**src/rtl/ysyx_23060061_mem_arbiter_pkg.sv**
```systemverilog
// Shared types and constants for the IFU/LSU memory-port arbiter.
package ysyx_23060061_mem_arbiter_pkg;

  localparam int unsigned ADDR_W = 32;
  localparam int unsigned DATA_W = 32;
  localparam int unsigned MASK_W = 4;

  typedef enum logic [1:0] {
    ST_IDLE = 2'd0,
    ST_REQ  = 2'd1,
    ST_WAIT = 2'd2
  } state_e;

  localparam logic MST_IFU = 1'b0;
  localparam logic MST_LSU = 1'b1;

  localparam logic [DATA_W-1:0] TIMEOUT_DATA = 32'hDEADBEEF;

  typedef struct packed {
    logic [ADDR_W-1:0] addr;
    logic              wen;
    logic [DATA_W-1:0] wdata;
    logic [MASK_W-1:0] wmask;
  } mem_req_t;

endpackage

```
**src/rtl/ysyx_23060061_rr_arb2.sv**
```systemverilog
// Two-way round-robin grant: on a tie the master that did not win last time wins.
module ysyx_23060061_rr_arb2
  import ysyx_23060061_mem_arbiter_pkg::*;
(
  input  logic [1:0] req,
  input  logic       last_grant,
  output logic [1:0] grant
);

  // Bit 0 is IFU, bit 1 is LSU.
  always_comb begin
    grant = req;
    if (req[0] && req[1]) begin
      grant = (last_grant == MST_IFU) ? 2'b10 : 2'b01;
    end
  end

endmodule

```
**src/rtl/ysyx_23060061_mem_arbiter.sv**
```systemverilog
// Single-outstanding arbiter sharing one memory port between fetch and load/store,
// with request capture, response routing and a response watchdog.
module ysyx_23060061_mem_arbiter
  import ysyx_23060061_mem_arbiter_pkg::*;
#(
  parameter int unsigned TIMEOUT_CYCLES = 255,
  parameter int unsigned CNT_W          = 8
) (
  input  logic              clk,
  input  logic              rst,
  input  logic              ifu_req_valid,
  output logic              ifu_req_ready,
  input  logic [ADDR_W-1:0] ifu_addr,
  output logic              ifu_resp_valid,
  output logic [DATA_W-1:0] ifu_rdata,
  input  logic              lsu_req_valid,
  output logic              lsu_req_ready,
  input  logic [ADDR_W-1:0] lsu_addr,
  input  logic              lsu_wen,
  input  logic [DATA_W-1:0] lsu_wdata,
  input  logic [MASK_W-1:0] lsu_wmask,
  output logic              lsu_resp_valid,
  output logic [DATA_W-1:0] lsu_rdata,
  output logic              mem_req_valid,
  input  logic              mem_req_ready,
  output logic [ADDR_W-1:0] mem_addr,
  output logic              mem_wen,
  output logic [DATA_W-1:0] mem_wdata,
  output logic [MASK_W-1:0] mem_wmask,
  input  logic              mem_resp_valid,
  input  logic [DATA_W-1:0] mem_rdata,
  output logic              timeout_err
);

  state_e           state;
  logic             owner;
  logic             last_grant;
  logic [CNT_W-1:0] wd_cnt;
  mem_req_t         req_q;
  logic [1:0]       grant;
  logic             in_idle;
  logic             grant_fire;
  logic             resp_fire;
  logic             wd_expire;
  logic             done;
  logic [DATA_W-1:0] resp_data;

  ysyx_23060061_rr_arb2 u_arb (
    .req        ({lsu_req_valid, ifu_req_valid}),
    .last_grant (last_grant),
    .grant      (grant)
  );

  assign in_idle       = (state == ST_IDLE);
  assign ifu_req_ready = in_idle & grant[0];
  assign lsu_req_ready = in_idle & grant[1];
  assign grant_fire    = (ifu_req_ready & ifu_req_valid) | (lsu_req_ready & lsu_req_valid);

  // A real response in the expiry cycle takes priority over the watchdog.
  assign resp_fire = (state == ST_WAIT) & mem_resp_valid;
  assign wd_expire = (state == ST_WAIT) & ~mem_resp_valid
                   & (wd_cnt == CNT_W'(TIMEOUT_CYCLES - 1));
  assign done      = resp_fire | wd_expire;
  assign resp_data = wd_expire ? TIMEOUT_DATA : mem_rdata;

  assign ifu_resp_valid = done & (owner == MST_IFU);
  assign lsu_resp_valid = done & (owner == MST_LSU);
  assign ifu_rdata      = resp_data;
  assign lsu_rdata      = resp_data;

  assign mem_req_valid = (state == ST_REQ);
  assign mem_addr      = req_q.addr;
  assign mem_wen       = req_q.wen;
  assign mem_wdata     = req_q.wdata;
  assign mem_wmask     = req_q.wmask;

  // FSM, capture registers, watchdog and sticky error flag.
  always_ff @(posedge clk or posedge rst) begin
    if (rst) begin
      state       <= ST_IDLE;
      owner       <= MST_IFU;
      last_grant  <= MST_IFU;
      wd_cnt      <= '0;
      req_q       <= '0;
      timeout_err <= 1'b0;
    end else begin
      case (state)
        ST_IDLE: begin
          if (grant_fire) begin
            owner      <= grant[1];
            last_grant <= grant[1];
            state      <= ST_REQ;
            if (grant[1]) begin
              req_q.addr  <= lsu_addr;
              req_q.wen   <= lsu_wen;
              req_q.wdata <= lsu_wdata;
              req_q.wmask <= lsu_wmask;
            end else begin
              req_q.addr  <= ifu_addr;
              req_q.wen   <= 1'b0;
              req_q.wdata <= '0;
              req_q.wmask <= '0;
            end
          end
        end
        ST_REQ: begin
          if (mem_req_ready) begin
            state  <= ST_WAIT;
            wd_cnt <= '0;
          end
        end
        ST_WAIT: begin
          wd_cnt <= wd_cnt + CNT_W'(1);
          if (done) begin
            state <= ST_IDLE;
          end
          if (wd_expire) begin
            timeout_err <= 1'b1;
          end
        end
        default: state <= ST_IDLE;
      endcase
    end
  end

endmodule

```
**config.mk**
```make
export PLATFORM = sky130hd
export DESIGN_NAME = ysyx_23060061_mem_arbiter
export DESIGN_NICKNAME = d
export VERILOG_FILES = /design/src/rtl/ysyx_23060061_mem_arbiter_pkg.sv /design/src/rtl/ysyx_23060061_rr_arb2.sv /design/src/rtl/ysyx_23060061_mem_arbiter.sv
export SDC_FILE = /design/constraint.sdc
export NUM_CORES = 1
export LEC_CHECK = 0
export BUFFER_PORTS_ARGS = -buffer_cell sky130_fd_sc_hd__buf_2
export CAP_MARGIN = 25
export CORE_ASPECT_RATIO = 1.1
export CORE_UTILIZATION = 30
export CTS_BUF_LIST = sky130_fd_sc_hd__clkbuf_16
export DETAILED_ROUTE_END_ITERATION = 6
export GPL_ROUTABILITY_DRIVEN = 0
export SLEW_MARGIN = 20
export SYNTH_ARGS = -nofsm -noshare
export SYNTH_HDL_FRONTEND = slang
export SYNTH_HIERARCHICAL = 1
export SYNTH_SLANG_ARGS = --single-unit
```
**constraint.sdc**
```tcl
create_clock -name clk -period 2.8 [get_ports clk]
set_clock_uncertainty 0.1 [all_clocks]
set_input_delay 0.28 -clock clk [delete_from_list [all_inputs] [get_ports clk]]
set_output_delay 0.28 -clock clk [all_outputs]
set_load 0.005 [all_outputs]
```
==> results.json <==
{
  "status": "finished with violations",
  "violations": "negative hold slack",
  "globalRoute.totalOverflow": 0,
  "io_buffers": 277,
  "crit_path_start_kind": "flip-flop",
  "mostFrequentLayoutCells": "buf_2, dfrtp_1, a22o_1",
  "rsz0062_at_grt": "no",
  "first_global_vias": 3530,
  "arrival_ns": 1.99,
  "layout_min_cycle_time_ns": 2.37,
  "highest_layer": "met4",
  "cts-htree-levels": 3,
  "final_common_cell": "buf_2",
  "antenna_found_initial": 1,
  "netlist_area_mm2": 0.00407,
  "insertion_delay_ns": 0.33,
  "avgSynthCellArea_um2": 10.9,
  "antenna_left": 0,
  "holdWs_ns": -0.00474,
  "path_clk_slew_ns": 0.07,
  "core_mm2": 0.0132,
  "r2r_end": "mem_addr[29]$_DFFE_PP0P_",
  "fp.dieH_um": 124,
  "synth_top_family_by_area": "compound AO/OA/AOI/OAI gates",
  "drcViolationCount": 0,
  "crit_end": "ifu_rdata[7]",
  "fmax_mhz": 422,
  "worstPathRequired_ns": 2.42,
  "cts-hold-fix-buffers": 0,
  "final_cell_area_mm2": 0.00564,
  "drv_slew": 0,
  "cp_top_family": "simple AND/OR/NAND/NOR gates",
  "yosys.area.top_type_share": 0.498,
  "r2r_cells": 6,
  "worstHoldPathType": "primary input to asynchronous set/reset pin",
  "syn_inst": 374,
  "ir_drop_mv": 0.369,
  "critical_path_class": "flip-flop to primary output",
  "vias": 3831,
  "synth-simple-area-share": 0.106,
  "met1Wirelength_mm": 5.19,
  "fin_cells": 776,
  "post_cts_resized": 0,
  "cts.path.max_buffers": 2,
  "tightest_slew_ns": 0.895,
  "synthTopCellsByArea": "dfrtp_1, mux2i_1, a22o_1",
  "drt-wirelength-per-cell_um": 15.8,
  "yosys_warnings": 6,
  "fp-row-count": 44,
  "grt_start_max_net_pins": 66,
  "slowest_delay_ns": 0.46,
  "path_max_fanout": 33,
  "synth-xor-area-share": 0,
  "nets": 750,
  "numCtsBuffers": 9,
  "startpoint": "state[0]$_DFFE_PP0P_",
  "grt_pass1_wl_mm": 18.3,
  "ys_types": 38,
  "wl_mm": 12.3,
  "rr_startpoint": "last_grant$_DFFE_PP0P_",
  "drt_iter0_drc": 136,
  "post-cts-setup-buffer-count": 0,
  "drive_gt1_frac": 0.502,
  "wl_met2_mm": 5.98,
  "post-route-util": 0.427,
  "power_density_mw_per_mm2": 956,
  "endpoint_kind": "primary output",
  "avgViaCountPerCell": 4.94,
  "die_w_um": 113,
  "critPathBufInv": 2,
  "post-dp-hpwl_mm": 9.37,
  "finalSetupViolations": 0,
  "synthToLayoutAreaGrowth_pct": 38.7,
  "cts-root-buf": "clkbuf_16",
  "synthAdderAreaFrac": 0.00615,
  "hold_viol": 3,
  "maxSlewHeadroom": 0.403,
  "synth_top_cell_by_area": "dfrtp_1",
  "power_leakage_uw": 0.00295,
  "post-route-period-util": 0.846,
  "path_depth": 5,
  "cts_sinks": 81,
  "num_io_pins": 278,
  "crit_chain": "nand2b_4 -> nor4_4 -> buf_4 -> or2_1 -> buf_2",
  "synth-compound-area-share": 0.197,
  "wl_met3_um": 862,
  "dr.pass1.iters": 4,
  "maxCapViolations": 0,
  "dpl.cell_count": 759,
  "cp_slowest_cell": "dfrtp_1",
  "die_area_mm2": 0.0140,
  "regToRegSetupSlack_ns": 0.81,
  "dpl-instance-area_mm2": 0.00534,
  "seq_area_frac_synth": 0.498,
  "synth_fp_nets": 515,
  "ys_ff_latch": 81,
  "cts_tree": "done",
  "synth.area.mux_share": 0.0862,
  "track_usage": 0.171,
  "setup_tns_ns": 0,
  "start_util": 0.308
}
-- sequential cells by signal (all words and copies together), names as in the netlist --
register / count
last_grant: 1
mem_addr: 32
mem_wdata: 32
mem_wen: 1
mem_wmask: 4
state: 2
timeout_err: 1
wd_cnt: 8
-- through the flow --
| stage | total power (uW) | setup slack, ns |
|---|---|---|
| floorplan | 3310 | 0.340 |
| global placement | 4190 | 0.840 |
| detailed placement | 4240 | 0.772 |
| CTS | 5450 | 0.394 |
| global route | 5820 | 0.305 |
| finish | 5390 | 0.432 |
-- Yosys cell counts --
cell type	number
nor2_2	1
a22o_1	39
a21boi_0	1
o31ai_1	1
nand2b_4	1
or4_1	3
and3b_1	1
or3_1	1
o22ai_1	1
and2_1	2
nor3b_1	2
clkbuf_1	7
a21boi_1	1
a21oi_1	34
nand4_1	1
o211ai_1	3
or2_1	25
buf_1	5
a221oi_1	1
and3_1	1
ha_1	2
dfrtp_1	81
nor2_1	1
nand3b_1	1
a31oi_1	32
buf_2	14
nand3_1	10
o21ai_1	2
nor2b_1	10
o21ai_0	2
nor4_4	1
buf_6	4
nand2_1	6
a21o_1	1
buf_4	33
mux2i_1	35
nand4b_1	1
inv_1	7
-- how the worst min path moves through the flow --
stage                                 start                         to
finish                                  rst   mem_wmask[3]$_DFFE_PP0P_
global placement    timeout_err$_DFFE_PP0P_    timeout_err$_DFFE_PP0P_
global route                   lsu_wdata[7]   mem_wdata[7]$_DFFE_PP0P_
floorplan                     lsu_wdata[26]  mem_wdata[26]$_DFFE_PP0P_
detailed placement  timeout_err$_DFFE_PP0P_    timeout_err$_DFFE_PP0P_
CTS                                     rst  mem_wdata[26]$_DFFE_PP0P_
-- cells by family (layout without fill, tap and decap cells) --
group	Yosys count	count (layout)
adders and majority gates	2	2
other	0	1
and+or+nand+nor	68	68
AOI/OAI and AO/OA	118	118
buffers and inverters	70	310
muxes	35	35
DFF	81	81
-- per-layer routing --
metal,GRT usage,vias to the layer above
met5,0,-
met4,0.0683,0
met3,0.0501,16
met2,0.283,195
met1,0.209,1811
li1,-,1809
-- where the power goes --
part | total, uW | internal [uW] | switching (uW)
registers | 2080 | 1720 | 362
logic | 2120 | 1030 | 1090
clock network | 1180 | 691 | 491
total | 5390 | 3440 | 1950
-- layout make-up --
type / count / area, um^2
Fill cell: 1303 / 7570
Inverter: 7 / 27.5
Timing Repair Buffer: 287 / 1460
Sequential cell: 81 / 2030
Multi-Input combinational cell: 223 / 1620
Clock buffer: 9 / 225
Tap cell: 161 / 201
Antenna cell: 1 / 2.50
Clock inverter: 7 / 71.3
No activity file was read; power rests on OpenSTA's default activity.
